## src/rtl/pc_sequencer_pkg.sv

```systemverilog
// Shared types and constants for the program-counter sequencer.
// Also provides a no-op LOG macro when the codebase does not supply one.
`ifndef LOG
`define LOG(msg)
`endif

package pc_sequencer_pkg;

    typedef enum logic [1:0] {
        BOOT = 2'd0,
        RUN  = 2'd1,
        HALT = 2'd2
    } pc_state_t;

    localparam int PC_STEP         = 4;
    localparam int EPOCH_W_DEFAULT = 2;

    typedef logic [EPOCH_W_DEFAULT-1:0] epoch_t;

endpackage

```

## src/rtl/pc_sequencer_if.sv

```systemverilog
// Fetch/redirect/halt bundle between the PC sequencer (master) and its users (slave).
interface pc_sequencer_if #(
    parameter int XLEN    = 32,
    parameter int EPOCH_W = 2
);
    logic               pc_valid;
    logic               pc_ready;
    logic [XLEN-1:0]    pc_out;
    logic [EPOCH_W-1:0] epoch_out;
    logic               redirect_valid;
    logic [XLEN-1:0]    redirect_target;
    logic               halt_req;
    logic               resume_req;
    logic               halted;
    logic               trap_valid;

    modport master (
        output pc_valid, pc_out, epoch_out, halted, trap_valid,
        input  pc_ready, redirect_valid, redirect_target, halt_req, resume_req
    );

    modport slave (
        input  pc_valid, pc_out, epoch_out, halted, trap_valid,
        output pc_ready, redirect_valid, redirect_target, halt_req, resume_req
    );
endinterface

```

## src/rtl/pc_sequencer.sv

```systemverilog
// Program-counter sequencer: BOOT/RUN/HALT control, epoch-tagged redirects.
// Optional feature macro: PC_MISALIGN_TRAP_EN (misaligned redirects jump to TRAP_VECTOR).
module pc_sequencer
    import pc_sequencer_pkg::*;
#(
    parameter int              XLEN         = 32,
    parameter logic [XLEN-1:0] RESET_VECTOR = '0,
    parameter logic [XLEN-1:0] TRAP_VECTOR  = 'h100,
    parameter int              EPOCH_W      = EPOCH_W_DEFAULT
) (
    input logic            clock,
    input logic            reset,
    pc_sequencer_if.master bus
);

    localparam logic [1:0] S_BOOT = BOOT;
    localparam logic [1:0] S_RUN  = RUN;
    localparam logic [1:0] S_HALT = HALT;

    if (TRAP_VECTOR[1:0] != 2'b00) begin : g_badTrapVector
        $error("TRAP_VECTOR must be word aligned");
    end

    logic [1:0]         r_state;
    logic [XLEN-1:0]    r_pc;
    logic [EPOCH_W-1:0] r_epoch;
    logic               r_trap;

    logic [1:0]         w_nextState;
    logic [XLEN-1:0]    w_nextPc;
    logic [EPOCH_W-1:0] w_nextEpoch;
    logic               w_nextTrap;
    logic               w_fire;

    assign w_fire = (r_state == S_RUN) && bus.pc_ready;

    always_comb begin
        w_nextState = r_state;
        w_nextPc    = r_pc;
        w_nextEpoch = r_epoch;
        w_nextTrap  = 1'b0;

        case (r_state)
            S_BOOT:  w_nextState = S_RUN;
            S_RUN:   if (bus.halt_req) w_nextState = S_HALT;
            S_HALT:  if (!bus.halt_req && bus.resume_req) w_nextState = S_RUN;
            default: w_nextState = S_BOOT;
        endcase

        // Redirect outranks the increment; a same-cycle handshake keeps the old PC/epoch.
        if (bus.redirect_valid) begin
            w_nextEpoch = r_epoch + EPOCH_W'(1);
`ifdef PC_MISALIGN_TRAP_EN
            if (bus.redirect_target[1:0] != 2'b00) begin
                w_nextPc   = TRAP_VECTOR;
                w_nextTrap = 1'b1;
            end else begin
                w_nextPc = bus.redirect_target;
            end
`else
            w_nextPc = bus.redirect_target & ~XLEN'(3);
`endif
        end else if (w_fire) begin
            w_nextPc = r_pc + XLEN'(PC_STEP);
        end
    end

    always_ff @(posedge clock or negedge reset) begin
        if (!reset) begin
            r_state <= S_BOOT;
            r_pc    <= RESET_VECTOR;
            r_epoch <= '0;
            r_trap  <= 1'b0;
        end else begin
            r_state <= w_nextState;
            r_pc    <= w_nextPc;
            r_epoch <= w_nextEpoch;
            r_trap  <= w_nextTrap;
            if (bus.redirect_valid) `LOG("redirect");
            if (w_nextTrap) `LOG("trap");
            if (r_state == S_RUN && w_nextState == S_HALT) `LOG("halt");
            if (r_state == S_HALT && w_nextState == S_RUN) `LOG("resume");
        end
    end

    assign bus.pc_valid   = (r_state == S_RUN);
    assign bus.halted     = (r_state == S_HALT);
    assign bus.pc_out     = r_pc;
    assign bus.epoch_out  = r_epoch;
    assign bus.trap_valid = r_trap;

endmodule

```

## src/flat_wrapper.sv

```systemverilog
// flat-port wrapper written by rule: the top's interface ports become plain ports
module pc_sequencer_flat import pc_sequencer_pkg::*;
#(
    parameter int              XLEN         = 32,
    parameter logic [XLEN-1:0] RESET_VECTOR = '0,
    parameter logic [XLEN-1:0] TRAP_VECTOR  = 'h100,
    parameter int              EPOCH_W      = EPOCH_W_DEFAULT
)
  (clock, reset, bus_pc_valid, bus_pc_out, bus_epoch_out, bus_halted, bus_trap_valid, bus_pc_ready, bus_redirect_valid, bus_redirect_target, bus_halt_req, bus_resume_req);
  pc_sequencer_if #(.XLEN(XLEN), .EPOCH_W(EPOCH_W)) bus_i ();
  input logic clock;
  input logic reset;
  output wire logic [$bits(bus_i.pc_valid)-1:0] bus_pc_valid;
  output wire logic [$bits(bus_i.pc_out)-1:0] bus_pc_out;
  output wire logic [$bits(bus_i.epoch_out)-1:0] bus_epoch_out;
  output wire logic [$bits(bus_i.halted)-1:0] bus_halted;
  output wire logic [$bits(bus_i.trap_valid)-1:0] bus_trap_valid;
  input wire logic [$bits(bus_i.pc_ready)-1:0] bus_pc_ready;
  input wire logic [$bits(bus_i.redirect_valid)-1:0] bus_redirect_valid;
  input wire logic [$bits(bus_i.redirect_target)-1:0] bus_redirect_target;
  input wire logic [$bits(bus_i.halt_req)-1:0] bus_halt_req;
  input wire logic [$bits(bus_i.resume_req)-1:0] bus_resume_req;
  assign bus_pc_valid = bus_i.pc_valid;
  assign bus_pc_out = bus_i.pc_out;
  assign bus_epoch_out = bus_i.epoch_out;
  assign bus_halted = bus_i.halted;
  assign bus_trap_valid = bus_i.trap_valid;
  assign bus_i.pc_ready = bus_pc_ready;
  assign bus_i.redirect_valid = bus_redirect_valid;
  assign bus_i.redirect_target = bus_redirect_target;
  assign bus_i.halt_req = bus_halt_req;
  assign bus_i.resume_req = bus_resume_req;
  pc_sequencer #(.XLEN(XLEN), .RESET_VECTOR(RESET_VECTOR), .TRAP_VECTOR(TRAP_VECTOR), .EPOCH_W(EPOCH_W)) u_core (.clock(clock), .reset(reset), .bus(bus_i));
endmodule
```

## config.mk

```make
export PLATFORM = sky130hd
export DESIGN_NAME = pc_sequencer_flat
export DESIGN_NICKNAME = d
export VERILOG_FILES = /design/src/rtl/pc_sequencer_pkg.sv /design/src/rtl/pc_sequencer_if.sv /design/src/rtl/pc_sequencer.sv /design/src/flat_wrapper.sv
export SDC_FILE = /design/constraint.sdc
export NUM_CORES = 1
export LEC_CHECK = 0
export BUFFER_PORTS_ARGS = -buffer_cell sky130_fd_sc_hd__buf_2
export CAP_MARGIN = 30
export CORE_ASPECT_RATIO = 1.25
export CORE_MARGIN = 5
export CORE_UTILIZATION = 49
export DETAILED_ROUTE_END_ITERATION = 10
export GPL_TIMING_DRIVEN = 0
export HOLD_SLACK_MARGIN = 0.03
export PLACE_DENSITY = 0.83
export SLEW_MARGIN = 20
export SYNTH_ARGS = -nofsm -noshare
export SYNTH_HDL_FRONTEND = slang
export SYNTH_SLANG_ARGS = --single-unit
```

## constraint.sdc

```tcl
create_clock -name clock -period 2.9 [get_ports clock]
set_input_delay 0.145 -clock clock [delete_from_list [all_inputs] [get_ports clock]]
set_output_delay 0.145 -clock clock [all_outputs]
set_load 0.02 [all_outputs]
```

==> run_results.csv <==
group,metric,value,unit
run_status,status,"completed",
clocking,tritoncts,"yes",
die,die_h,81.0,um
finish,layout-drive-gt1-share,0.278,
global_routing,grt_pass1_wl,8900,um
timing,finalSetupViolCount,0,
critical_path,worst_setup_path_end_kind,"flip-flop",
logic_synthesis,yosysTopAreaCellShare,0.430,
die,initial_core_util,0.514,
placed_design,dp_slack,0.701,ns
timing,fin_hold_ws,0.0690,ns
global_routing,first_global_vias,2099,
drt,vias,2040,
placed_design,place_hpwl,3920,um
timing,relSlewSlack,0.487,
drt,drtPass1Iterations,4,
timing,hold_viol,0,
critical_path,r2r_slack,0.70,ns
placed_design,io_buffers,69,
die,rows,25,
finish,area_growth,25.9,%
clocking,clock_latency,0.28,ns
die,ios,75,
timing,max_freq,454,MHz
critical_path,crit_type,"flip-flop to flip-flop",
drt,routed_wl,5280,um
clocking,root_buffer,"clkbuf_8",
drt,drcViolationCount,0,
power,static-leakage-power,1.04,nW
timing,setup_ws,0.697,ns
critical_path,endpoint,"u_core.bus.pc_out[18]",
timing,setup-tns-final,0,ns
power,total_power,0.00143,W
hold_path,hold_class,"primary input to flip-flop",
logic_synthesis,yosysTopAreaCell,"dfrtp_1",
critical_path,crit_path_max_fanout,10,
clocking,postCtsSetupRepairBufs,0,
critical_path,critPathArrivalTime,2.35,ns
timing,rsz0062_at_grt,"no",
power,vdd_drop_max,0.477,mV
global_routing,grt.total_usage,0.211,
critical_path,critPathLaunchType,"flip-flop",
critical_path,cp.required,3.04,ns
clocking,htree_levels,2,
critical_path,r2r-start,"u_core.r_state[1]",
critical_path,r2r_end,"u_core.bus.pc_out[18]",
timing,skew,0.00518,ns
logic_synthesis,ys_seq_area_frac,0.430,
logic_synthesis,ys_ff_latch,34,
timing,min_period_over_period,0.760,
die,die_w,66.8,um
clocking,clock_sinks,34,
timing,maxSlewViolCount,0,
logic_synthesis,yosysMostFrequentCell,"dfrtp_1",
logic_synthesis,synthArstFlopShare,1.00,
global_routing,grt_start_max_net_pins,35,
die,coreArea,3850,um^2
logic_synthesis,yosys.cell_types.count,33,
clocking,clockBufferDepth,2,
timing,layout_min_cycle_time,2.20,ns
timing,worst_slew_pin_slew,0.770,ns
logic_synthesis,yosys-top-cells-count,"dfrtp_1, nor2_1, nand2_1",
logic_synthesis,synth_warnings,0,
critical_path,worstRegToRegCells,6,
logic_synthesis,syn_area,1980,um^2
power,power_density,573,nW/um^2
logic_synthesis,syn_inst,221,
logic_synthesis,synth_flop_cell,"dfrtp_1",
clocking,clkTransAtPathRegs,0.07,ns
clocking,numCtsBuffers,5,
logic_synthesis,synth.avg_cell_area,8.95,um^2
critical_path,critPathLaunch,"u_core.r_state[1]",
drt,drtIter0Drc,177,
drt,ant_nets,0,
logic_synthesis,synth_edf_count,0,
placed_design,place.gp.congestion,0.791,
logic_synthesis,synth.area.top_cells,"dfrtp_1, or4_1, o31ai_1, a31oi_1, nor2_1",
finish,nNetsFinal,339,
finish,diodes,0,
global_routing,antenna_found_initial,0,
drt,vias_per_cell,5.78,
global_routing,grt-ovfl-total,0,
run,cap_violations,0,
die,die-area,5420,um^2
drt,wire_per_inst,15.0,um
## flip-flops by register name (all words and copies together) (netlist names)
signal                cells
u_core.bus.pc_out        30
u_core.bus.epoch_out      2
u_core.r_state            2
## worst max-delay path, stage by stage (launching register included)
cell and delay (ns):
dfrtp_1 0.43, nand3b_4 0.22, or4_4 0.56, buf_6 0.16, clkbuf_1 0.24, o31ai_1 0.34
a31oi_1 0.12
## placed cells by master (no fill, tap or decap)
cell type / count
nand4_1: 9
a22o_1: 1
o21ai_0: 11
o22ai_1: 1
inv_1: 7
dlygate4sd3_1: 1
o31ai_1: 18
buf_2: 69
o211ai_1: 1
ha_1: 1
or4_1: 20
xor2_1: 4
nand2_1: 21
nand3_4: 1
buf_4: 3
nor4_1: 3
and3_1: 1
nor2_1: 23
conb_1: 3
buf_6: 2
nand3_1: 9
and3b_1: 1
clkbuf_8: 6
a31oi_1: 20
or4_4: 1
nor3_1: 1
a21boi_0: 1
mux2i_1: 1
xnor2_1: 6
dfrtp_1: 34
nand3b_4: 1
nor2b_1: 1
and4_1: 3
clkbuf_1: 10
buf_1: 1
or3_1: 3
## kinds of logic after synthesis
kind of cell / share of synthesized area
AO/OA/AOI/OAI: 0.175
other: 0.00190
buffers and inverters: 0.0569
AND/OR/NAND/NOR: 0.281
flip-flops: 0.430
adder cells (fa/ha/maj): 0.00632
multiplexers: 0.00506
XOR/XNOR: 0.0443
## power breakdown
| part | total, W | leakage (nW) | internal [W] | switching (W) |
|---|---|---|---|---|
| Combinational | 0.000437 | 0.609 | 0.000172 | 0.000265 |
| Sequential | 0.000647 | 0.392 | 0.000547 | 0.000100 |
| Clock | 0.000343 | 0.0431 | 0.000183 | 0.000160 |
| Total | 0.00143 | 1.04 | 0.000901 | 0.000526 |
## cell type report
class                           instances  area, um^2
Fill cell                             357        1360
Multi-Input combinational cell        166        1020
Sequential cell                        34         851
Timing Repair Buffer                   70         355
Buffer                                 16        86.3
Clock buffer                            6        82.6
Tap cell                               54        67.6
Inverter                                7        26.3
## stage by stage
step / area (um^2) / util / instances
after CTS: 2490 / 0.647 / 353
after global routing: 2490 / 0.647 / 353
after detailed placement: 2400 / 0.623 / 346
after floorplan: 1990 / - / 223
after global placement: 2400 / 0.623 / 346
final: 2490 / 0.647 / 353
## per-layer routing
metal / part of all wire / GRT usage
met5: 0 / 0
met4: 0.0089 / 0.0711
met3: 0.081 / 0.0567
met2: 0.51 / 0.383
met1: 0.40 / 0.236
## worst min-delay path by stage
| stage | to | from | cells past startpoint |
|---|---|---|---|
| after floorplan | u_core.bus.epoch_out[0] | reset | 0 |
| after global routing | u_core.bus.pc_out[4] | bus_redirect_target[4] | 3 |
| final | u_core.bus.pc_out[4] | bus_redirect_target[4] | 3 |
| after global placement | u_core.bus.pc_out[24] | reset | 1 |
| after CTS | u_core.bus.pc_out[4] | bus_redirect_target[4] | 3 |
| after detailed placement | u_core.bus.pc_out[24] | reset | 1 |
## what timing repair did
action | CTS | global route
setup endpoints to repair | 0 | 0
hold buffers | 1 | 0
endpoints found under the hold margin | 34 | 0
resized for setup | 0 | 0
No activity file was read; power rests on OpenSTA's default activity.
